$ cat src/rtl/weight_fetcher_if.sv
`default_nettype none
// +------------------------------------------------------------------------+
// | weight_fetcher_if                                                      |
// | Command, weight-buffer read port and MMU row bus of the weight fetcher.|
// | Revision: 1.0                                                          |
// +------------------------------------------------------------------------+
interface weight_fetcher_if #(
  parameter int MATRIX_WIDTH = 4,
  parameter int ADDR_WIDTH   = 16,
  parameter int LEN_WIDTH    = 16
);
  localparam int c_IDX_W = (MATRIX_WIDTH > 1) ? $clog2(MATRIX_WIDTH) : 1;

  logic                      cmd_valid;
  logic                      cmd_ready;
  logic [ADDR_WIDTH-1:0]     cmd_addr;
  logic [LEN_WIDTH-1:0]      cmd_len;
  logic                      buf_en;
  logic [ADDR_WIDTH-1:0]     buf_addr;
  logic [8*MATRIX_WIDTH-1:0] buf_rdata;
  logic                      row_valid;
  logic [8*MATRIX_WIDTH-1:0] row_data;
  logic [c_IDX_W-1:0]        row_idx;
  logic                      activate;
  logic                      busy;
  logic                      done;

  // Environment side: issues commands, serves buffer reads, consumes rows.
  modport master (
    output cmd_valid, cmd_addr, cmd_len, buf_rdata,
    input  cmd_ready, buf_en, buf_addr, row_valid, row_data, row_idx,
           activate, busy, done
  );

  // Fetcher side.
  modport slave (
    input  cmd_valid, cmd_addr, cmd_len, buf_rdata,
    output cmd_ready, buf_en, buf_addr, row_valid, row_data, row_idx,
           activate, busy, done
  );
endinterface
`default_nettype wire

$ cat src/rtl/weight_fetcher.sv
`default_nettype none
// +------------------------------------------------------------------------+
// | weight_fetcher                                                         |
// | Streams weight rows from the weight buffer into the MMU weight loader. |
// | Revision: 1.0                                                          |
// +------------------------------------------------------------------------+
module weight_fetcher #(
  parameter int MATRIX_WIDTH = 4,
  parameter int ADDR_WIDTH   = 16,
  parameter int LEN_WIDTH    = 16,
  parameter int READ_LATENCY = 3
) (
  input  logic             clk,
  input  logic             rst,
  input  logic             enable,
  weight_fetcher_if.slave  wf
);
  localparam int c_IDX_W  = (MATRIX_WIDTH > 1) ? $clog2(MATRIX_WIDTH) : 1;
  localparam int c_DATA_W = 8 * MATRIX_WIDTH;
  localparam logic [c_IDX_W-1:0]   c_TILE_LAST = c_IDX_W'(MATRIX_WIDTH - 1);
  localparam logic [c_IDX_W-1:0]   c_IDX_ONE   = c_IDX_W'(1);
  localparam logic [LEN_WIDTH-1:0] c_LEN_ONE   = LEN_WIDTH'(1);

  typedef enum logic [1:0] {
    IDLE  = 2'd0,
    ISSUE = 2'd1,
    DRAIN = 2'd2,
    FIN   = 2'd3
  } state_t;

  state_t                  r_state;
  logic [ADDR_WIDTH-1:0]   r_base;
  logic [LEN_WIDTH-1:0]    r_len;
  logic [LEN_WIDTH-1:0]    r_issue_cnt;
  logic [LEN_WIDTH-1:0]    r_ret_cnt;
  logic [c_IDX_W-1:0]      r_tile_pos;
  logic [READ_LATENCY-1:0] r_pipe;
  logic                    r_cmd_ready;
  logic                    r_buf_en;
  logic [ADDR_WIDTH-1:0]   r_buf_addr;
  logic                    r_row_valid;
  logic [c_DATA_W-1:0]     r_row_data;
  logic [c_IDX_W-1:0]      r_row_idx;
  logic                    r_activate;
  logic                    r_busy;
  logic                    r_done;

  logic                    w_pipe_out;
  logic [LEN_WIDTH-1:0]    w_len_m1;
  logic                    w_last_row;

  assign w_pipe_out = r_pipe[READ_LATENCY-1];
  assign w_len_m1   = r_len - c_LEN_ONE;
  assign w_last_row = (r_ret_cnt == w_len_m1);

  // Read-valid tracker; stalls together with the buffer so data and flag stay aligned.
  generate
    if (READ_LATENCY == 1) begin : g_pipe_single
      always_ff @(posedge clk or negedge rst) begin
        if (!rst)        r_pipe <= '0;
        else if (enable) r_pipe <= r_buf_en;
      end
    end else begin : g_pipe_shift
      always_ff @(posedge clk or negedge rst) begin
        if (!rst)        r_pipe <= '0;
        else if (enable) r_pipe <= {r_pipe[READ_LATENCY-2:0], r_buf_en};
      end
    end
  endgenerate

  always_ff @(posedge clk or negedge rst) begin
    if (!rst) begin
      r_state     <= IDLE;
      r_base      <= '0;
      r_len       <= '0;
      r_issue_cnt <= '0;
      r_ret_cnt   <= '0;
      r_tile_pos  <= '0;
      r_cmd_ready <= 1'b1;
      r_buf_en    <= 1'b0;
      r_buf_addr  <= '0;
      r_row_valid <= 1'b0;
      r_row_data  <= '0;
      r_row_idx   <= '0;
      r_activate  <= 1'b0;
      r_busy      <= 1'b0;
      r_done      <= 1'b0;
    end else if (!enable) begin
      // Pulses drop during a stall so the consumer never sees them twice.
      r_row_valid <= 1'b0;
      r_activate  <= 1'b0;
      r_done      <= 1'b0;
    end else begin
      r_row_valid <= w_pipe_out;
      r_activate  <= 1'b0;
      r_done      <= 1'b0;

      if (w_pipe_out) begin
        r_row_data <= wf.buf_rdata;
        r_row_idx  <= r_tile_pos;
        r_activate <= (r_tile_pos == c_TILE_LAST) || w_last_row;
        r_ret_cnt  <= r_ret_cnt + c_LEN_ONE;
        r_tile_pos <= (r_tile_pos == c_TILE_LAST) ? '0 : r_tile_pos + c_IDX_ONE;
      end

      case (r_state)
        IDLE: begin
          r_cmd_ready <= 1'b1;
          r_busy      <= 1'b0;
          r_buf_en    <= 1'b0;
          if (wf.cmd_valid && r_cmd_ready) begin
            r_base      <= wf.cmd_addr;
            r_len       <= wf.cmd_len;
            r_issue_cnt <= '0;
            r_ret_cnt   <= '0;
            r_tile_pos  <= '0;
            r_cmd_ready <= 1'b0;
            r_busy      <= 1'b1;
            r_state     <= (wf.cmd_len == '0) ? FIN : ISSUE;
          end
        end
        ISSUE: begin
          r_buf_en    <= 1'b1;
          r_buf_addr  <= r_base + ADDR_WIDTH'(r_issue_cnt);
          r_issue_cnt <= r_issue_cnt + c_LEN_ONE;
          if (r_issue_cnt == w_len_m1) r_state <= DRAIN;
        end
        DRAIN: begin
          r_buf_en <= 1'b0;
          // Leave as the final row is being registered so done follows it directly.
          if ((r_ret_cnt == r_len) || (w_pipe_out && w_last_row)) r_state <= FIN;
        end
        FIN: begin
          r_done      <= 1'b1;
          r_busy      <= 1'b0;
          r_cmd_ready <= 1'b1;
          r_state     <= IDLE;
        end
        default: r_state <= IDLE;
      endcase
    end
  end

  assign wf.cmd_ready = r_cmd_ready;
  assign wf.buf_en    = r_buf_en;
  assign wf.buf_addr  = r_buf_addr;
  assign wf.row_valid = r_row_valid;
  assign wf.row_data  = r_row_data;
  assign wf.row_idx   = r_row_idx;
  assign wf.activate  = r_activate;
  assign wf.busy      = r_busy;
  assign wf.done      = r_done;
endmodule
`default_nettype wire

$ cat src/flat_wrapper.sv
// flat-port wrapper written by rule: the top's interface ports become plain ports
module weight_fetcher_flat 
#(
  parameter int MATRIX_WIDTH = 4,
  parameter int ADDR_WIDTH   = 16,
  parameter int LEN_WIDTH    = 16,
  parameter int READ_LATENCY = 3
)
  (clk, rst, enable, wf_cmd_valid, wf_cmd_addr, wf_cmd_len, wf_buf_rdata, wf_cmd_ready, wf_buf_en, wf_buf_addr, wf_row_valid, wf_row_data, wf_row_idx, wf_activate, wf_busy, wf_done);
  weight_fetcher_if #(.MATRIX_WIDTH(MATRIX_WIDTH), .ADDR_WIDTH(ADDR_WIDTH), .LEN_WIDTH(LEN_WIDTH)) wf_i ();
  input  logic clk;
  input  logic rst;
  input  logic enable;
  input wire logic [$bits(wf_i.cmd_valid)-1:0] wf_cmd_valid;
  input wire logic [$bits(wf_i.cmd_addr)-1:0] wf_cmd_addr;
  input wire logic [$bits(wf_i.cmd_len)-1:0] wf_cmd_len;
  input wire logic [$bits(wf_i.buf_rdata)-1:0] wf_buf_rdata;
  output wire logic [$bits(wf_i.cmd_ready)-1:0] wf_cmd_ready;
  output wire logic [$bits(wf_i.buf_en)-1:0] wf_buf_en;
  output wire logic [$bits(wf_i.buf_addr)-1:0] wf_buf_addr;
  output wire logic [$bits(wf_i.row_valid)-1:0] wf_row_valid;
  output wire logic [$bits(wf_i.row_data)-1:0] wf_row_data;
  output wire logic [$bits(wf_i.row_idx)-1:0] wf_row_idx;
  output wire logic [$bits(wf_i.activate)-1:0] wf_activate;
  output wire logic [$bits(wf_i.busy)-1:0] wf_busy;
  output wire logic [$bits(wf_i.done)-1:0] wf_done;
  assign wf_i.cmd_valid = wf_cmd_valid;
  assign wf_i.cmd_addr = wf_cmd_addr;
  assign wf_i.cmd_len = wf_cmd_len;
  assign wf_i.buf_rdata = wf_buf_rdata;
  assign wf_cmd_ready = wf_i.cmd_ready;
  assign wf_buf_en = wf_i.buf_en;
  assign wf_buf_addr = wf_i.buf_addr;
  assign wf_row_valid = wf_i.row_valid;
  assign wf_row_data = wf_i.row_data;
  assign wf_row_idx = wf_i.row_idx;
  assign wf_activate = wf_i.activate;
  assign wf_busy = wf_i.busy;
  assign wf_done = wf_i.done;
  weight_fetcher #(.MATRIX_WIDTH(MATRIX_WIDTH), .ADDR_WIDTH(ADDR_WIDTH), .LEN_WIDTH(LEN_WIDTH), .READ_LATENCY(READ_LATENCY)) u_core (.clk(clk), .rst(rst), .enable(enable), .wf(wf_i));
endmodule
$ cat config.mk
export PLATFORM = sky130hd
export DESIGN_NAME = weight_fetcher_flat
export DESIGN_NICKNAME = d
export VERILOG_FILES = /design/src/rtl/weight_fetcher_if.sv /design/src/rtl/weight_fetcher.sv /design/src/flat_wrapper.sv
export SDC_FILE = /design/constraint.sdc
export NUM_CORES = 1
export LEC_CHECK = 0
export BUFFER_PORTS_ARGS = -buffer_cell sky130_fd_sc_hd__buf_2
export CORE_ASPECT_RATIO = 2
export CORE_UTILIZATION = 35
export DETAILED_ROUTE_END_ITERATION = 8
export PLACE_DENSITY = 0.65
export SYNTH_ARGS = -nofsm -noshare
export SYNTH_HDL_FRONTEND = slang
export SYNTH_SLANG_ARGS = --single-unit
$ cat constraint.sdc
create_clock -name clk -period 2.7 [get_ports clk]
set_input_delay 0.54 -clock clk [delete_from_list [all_inputs] [get_ports clk]]
set_output_delay 0.54 -clock clk [all_outputs]
set_load 0.03 [all_outputs]
Yosys cells after proc, flatten, opt, wreduce, memory -nomap -nowiden
Cells that the tools add are included.
{"block": "word_totals", "output_inout_bits": 56, "in_bits": 68, "regBits": 127}
{"block": "classes", "mux": 24, "n_reduce_logical": 17, "add_sub_neg": 5, "n_eq_ne": 10}
{"cell": "2-to-1 mux 16 bit", "n": 4}
{"cell": "equality test 16 bit", "n": 3}
{"cell": "adder 16 x 1 -> 16 bit, second input constant", "n": 2}
{"cell": "one-hot mux 16 bit (2 select lines)", "n": 1}
{"cell": "adder 16 bit", "n": 1}
{"cell": "zero test 16 bit", "n": 1}
{"cell": "2-to-1 mux 2 bit", "n": 8}
{"cell": "subtractor 16 x 1 -> 16 bit, second input constant", "n": 1}
{"cell": "one-hot mux 2 bit (4 select lines)", "n": 1}
{"cell": "AND reduction 2 bit", "n": 4}
{"cell": "2-to-1 mux 1 bit", "n": 7}
{"cell": "equality test 2 bit, second input constant", "n": 3}
{"cell": "!= test 2 x 1 -> 1 bit, second input constant", "n": 3}
{"cell": "one-hot mux 1 bit (2 select lines)", "n": 3}
{"cell": "AND reduction 3 bit", "n": 2}
{"cell": "nonzero test 2 bit", "n": 3}
{"cell": "AND reduction 4 bit", "n": 1}
{"cell": "adder 2 x 1 -> 2 bit, second input constant", "n": 1}
{"cell": "equality test 2 x 1 -> 1 bit, second input constant", "n": 1}
{"cell": "logical AND 1 bit", "n": 2}
{"cell": "zero test 2 bit", "n": 1}
{"cell": "logical OR 1 bit", "n": 2}
{"cell": "OR reduction 2 bit", "n": 1}

Longest topological paths before layout
{"block": "logic_depth", "depth_word": 6, "depth_mapped": 11, "mapped_depth_nobuf": 11}

Worst setup path before layout
Ideal clock, no wire load.
{"block": "synth_path", "kind": "register -> register", "start": "reg u_core.r_len[0]", "end": "reg u_core.r_state[1]", "n_path_buf": 0, "setup_slack_ps": -119, "arrival_time_ps": 2692, "path_stages_with_launch": 11, "setup_time_ps": 128, "required_time_ps": 2572, "synth_period_minus_slack_ps": 2819, "cell_sequence": "dfrtp_1 -> inv_1 -> ha_1 -> or4b_1 -> nor4_4 -> xnor2_1 -> nor3b_1 -> nor3b_2 -> o2111ai_1 -> a31oi_1 -> mux2_1"}
{"block": "synth_via", "elab_chain_len": 6, "elab_cells_between_ends": 9}
{"item": "from (decl)", "line_no": "weight_fetcher.sv:33", "rtl": "logic [LEN_WIDTH-1:0] r_len;"}
{"item": "from (signal assigned)", "line_no": "weight_fetcher.sv:113", "rtl": "r_len <= wf.cmd_len;"}
{"item": "subtractor 16 x 1 -> 16 bit", "line_no": "weight_fetcher.sv:53", "rtl": "assign w_len_m1 = r_len - c_LEN_ONE;"}
{"item": "equality test 16 bit", "line_no": "weight_fetcher.sv:54", "rtl": "assign w_last_row = (r_ret_cnt == w_len_m1);"}
{"item": "logical AND 1 bit", "line_no": "weight_fetcher.sv:131", "rtl": "if ((r_ret_cnt == r_len) || (w_pipe_out && w_last_row)) r_state <= FIN;"}
{"item": "logical OR 1 bit", "line_no": "weight_fetcher.sv:131"}
{"item": "!= test 2 x 1 -> 1 bit (no line)"}
{"item": "AND reduction 4 bit (no line) *"}
{"item": "to (signal assigned)", "line_no": "weight_fetcher.sv:119", "rtl": "r_state <= (wf.cmd_len == '0) ? FIN : ISSUE;"}
{"item": "to (decl)", "line_no": "weight_fetcher.sv:31", "rtl": "state_t r_state;"}
Every way passes the cells marked *; elsewhere a longest branch is shown, timed or not.
A chain may end at the register's enable or synchronous reset.

Final worst setup path
{"block": "layout_path", "start": "reg u_core.r_len[1]", "end": "reg u_core.r_state[1]"}
Same word-level chain as after synthesis.

==> results.yml <==
global_routing:
  grt-ovfl-total: 0
  grt_use_met3_pct: 3.13
  grt_pass1_wl_um: 29500
  antenna_found_initial: 0
  grt_usage_pct: 19.1
  grt-busiest-layer: "met2"
  met1_usage_pct: 17.4
  met2_usage_pct: 36.5
  grt_max_degree: 58
  grt_pass1_vias: 6100
place:
  place_area_um2: 8130
  portBuffers: 123
  place.gp.congestion: 0.915
  hpwl_um: 14100
  place_inst: 1178
floorplan:
  core-area_um2: 19400
  die_area_um2: 20400
  row_count: 72
  die_h_um: 201
  die_width_um: 102
  ios: 124
  start_util_pct: 35.8
sta:
  max_slew.worst_pin.slew_ns: 0.512
  rsz0062_at_grt: "true"
  period_needed_ns: 2.71
  max_freq_mhz: 369
  finalCritPeriodShare_pct: 100
  final.setup.worst_slack_ns: -0.00750
  slew_headroom_pct: 65.5
  finClkSkew_ns: 0.0120
  setup-violations-final: 1
  slew_violations: 0
  hold_viol_final: 0
synthesis:
  syn_area_um2: 6940
  synth.top_cell.area_share_pct: 45.5
  netlist_top_cells_area: "dfrtp_1, nand2_1, xor2_1"
  synth_adder_area_share_pct: 4.44
  netlist_instances: 787
  postSynthAreaPerCell_um2: 8.81
  synth_xor_area_share_pct: 10.4
  synth-simple-area-share_pct: 26.3
  synth_edf_count: 0
  ys_async_sr_fraction_pct: 100
  synth_top_family_by_area: "simple AND/OR/NAND/NOR gates"
  synth_top_area_cell: "dfrtp_1"
  muxShareOfSynthArea_pct: 1.70
  synth_common_cells: "nand2_1, dfrtp_1, nor2_1"
  synth_most_common_cell: "nand2_1"
  ys_seq_elements: 127
  synth_cell_types: 61
  syn-num-nets: 879
  ys_seq_area_share_pct: 45.8
  ys.flop_type: "dfrtp_1"
  synth-compound-area-share_pct: 7.74
  yosys_warnings: 0
clocking:
  worstSkewPairLatency_ns: 0.43
  cts.root.buffer_cell: "clkbuf_16"
  cts_tree: "built"
  path_clk_slew_ns: 0.06
  cts.htree.levels: 4
  clock-sinks: 127
  numCtsBuffers: 17
  hold_buffers: 0
  cts_buffer_depth: 2
layout:
  final_cell_area_um2: 8860
  final_util_pct: 45.7
  nNetsFinal: 1032
  area_delta_synth_final_pct: 27.7
  diodes: 0
  layoutNonFillerInstCount: 1211
  drive_above_1_share_pct: 24.8
flow_run:
  maxCapViolations: 0
routing:
  drc: 0
  via_per_inst: 4.96
  routedWlPerCell_um: 15.3
  drt.antenna.violating_nets: 0
  drt_iter0_markers: 227
  drt-total-wl_um: 18500
  vias: 6003
  drtPass1Iterations: 4
power:
  switching_power_w: 0.00426
  irDropWorstVdd_uv: 654
  power_density_nw_per_um2: 1160
  power_frac_clock_pct: 23.7
  p_seq_share_pct: 30.8
  p_leak_nw: 4.42
  intPower_w: 0.00605
  swShare_pct: 41.3
  combinationalPowerShare_pct: 45.5
  p_total_w: 0.0103
worst_setup_path:
  cp_max_fo: 4
  cp.arrival_ns: 3.01
  worstPathCellList: "inv_2, ha_4, or4b_4, nor4_4, buf_4, xnor2_2, nor2b_1, nor4b_4, a31oi_2, a31oi_2, mux2_4"
  max_stage_delay_ns: 0.47
  worstSetupEndpointType: "flop"
  cpMaxStageDelayCell: "or4b_4"
  crit_top_cell: "a31oi_2"
  critPathBufInv: 2
  cp_data_required_time_ns: 3.00
  crit_type: "reg2reg"
  start_kind: "flop"
  cpLargestDelayFamily: "simple AND/OR/NAND/NOR gates"
status:
  outcome: "finished with violations"
  violations: "setup timing"
min_path:
  hp-class: "in2async"
-- registers in the layout, summed over array words and instances, names as in the netlist, 3 cells and up --
signal	flops
u_core.r_base	16
u_core.r_issue_cnt	16
u_core.r_len	16
u_core.r_pipe	3
u_core.r_ret_cnt	16
u_core.wf.buf_addr	16
u_core.wf.row_data	32
-- per-layer routing --
layer / part of all wire (%) / vias to the layer above
li1: - / 2934
met1: 34 / 2829
met2: 57 / 180
met3: 2.8 / 60
met4: 5.9 / 0
met5: 0 / -
-- area by class of cell --
cell class                 instances  area (µm²)
inverter                          17        63.8
clock buffer                      21         460
timing repair buffer             176        1050
fill                            1859       10500
multi-input combinational        601        3620
clock inverter                    10         161
sequential                       127        3180
tap                              259         324
-- timing repair --
| item | CTS | global route |
|---|---|---|
| buffers inserted | 1 | 1 |
| resized for setup | 5 | 15 |
| pin swaps | 2 | 6 |
| setup endpoints to repair | 2 | 4 |
-- through the flow --
stage | setup WS [ns] | hold WS [ns] | setup TNS (ns)
4_1_cts | -0.0106 | 0.0754 | -0.0106
3_5_place_dp | -0.0113 | 0.457 | -0.0113
2_1_floorplan | 0.0144 | 0.244 | 0
6_report | -0.00750 | 0.0650 | -0.00750
3_3_place_gp | 0.0490 | 0.455 | 0
5_1_grt | -0.168 | 0.0940 | -0.269
-- cell families after synthesis --
kind of cell,Yosys count
XOR/XNOR,81
buffers and inverters,59
multiplexers,11
AND/OR/NAND/NOR,399
AO/OA/AOI/OAI,86
flip-flops,127
adder cells (fa/ha/maj),24
-- worst paths after layout --
kind                                   startpoint                     end  slack, ns  depth (start not counted)
max                               u_core.r_len[1]       u_core.r_state[1]     -0.007                         11
min                                           rst       u_core.r_base[13]       0.07                          1
max reg2reg                       u_core.r_len[1]       u_core.r_state[1]     -0.007                         11
min reg2reg                u_core.wf.row_data[14]  u_core.wf.row_data[14]       0.47                          2
max in group asynchronous                     rst         u_core.r_len[2]       1.94                          2
min in group clk                   wf_cmd_addr[4]        u_core.r_base[4]       0.30                          3
-- power groups by stage --
stage	Clock [W]	Combinational (W)	Sequential (W)
detailed placement	0	0.00456	0.00318
global placement	0	0.00449	0.00317
finish	0.00244	0.00469	0.00318
CTS	0.00249	0.00463	0.00317
floorplan	0	0.00244	0.00376
global route	0.00257	0.00515	0.00326
-- worst reg2reg max path, cell delays in order (launching register included) --
cell and delay (ns):
dfrtp_1 0.39, inv_2 0.08, ha_4 0.15, or4b_4 0.47
nor4_4 0.25, buf_4 0.17, xnor2_2 0.07, nor2b_1 0.12
nor4b_4 0.21, a31oi_2 0.14, a31oi_2 0.22, mux2_4 0.32
-- placed cells by master, fill, tap and decap left out, types with 3 or more instances in the layout --
cell type	n
buf_2	122
o21bai_1	3
nor2b_1	7
xnor2_1	36
inv_1	14
a21o_1	5
nand4b_1	3
a31oi_1	5
a21oi_1	16
mux2i_1	5
nor2_1	52
buf_12	3
buf_4	51
clkinvlp_4	3
and3_1	7
nor4_1	8
nor3b_1	6
nand3_1	18
dfrtp_1	125
ha_1	22
nor3_1	9
nand2_1	237
mux2_2	5
or3_1	6
clkbuf_16	17
nand2b_1	4
a211oi_1	5
and2_1	4
nand4_1	14
xor2_1	43
bufinv_16	4
o21a_1	3
o21ai_0	28
o22ai_1	3
nand3b_1	4
No activity file was read; power rests on OpenSTA's default activity.
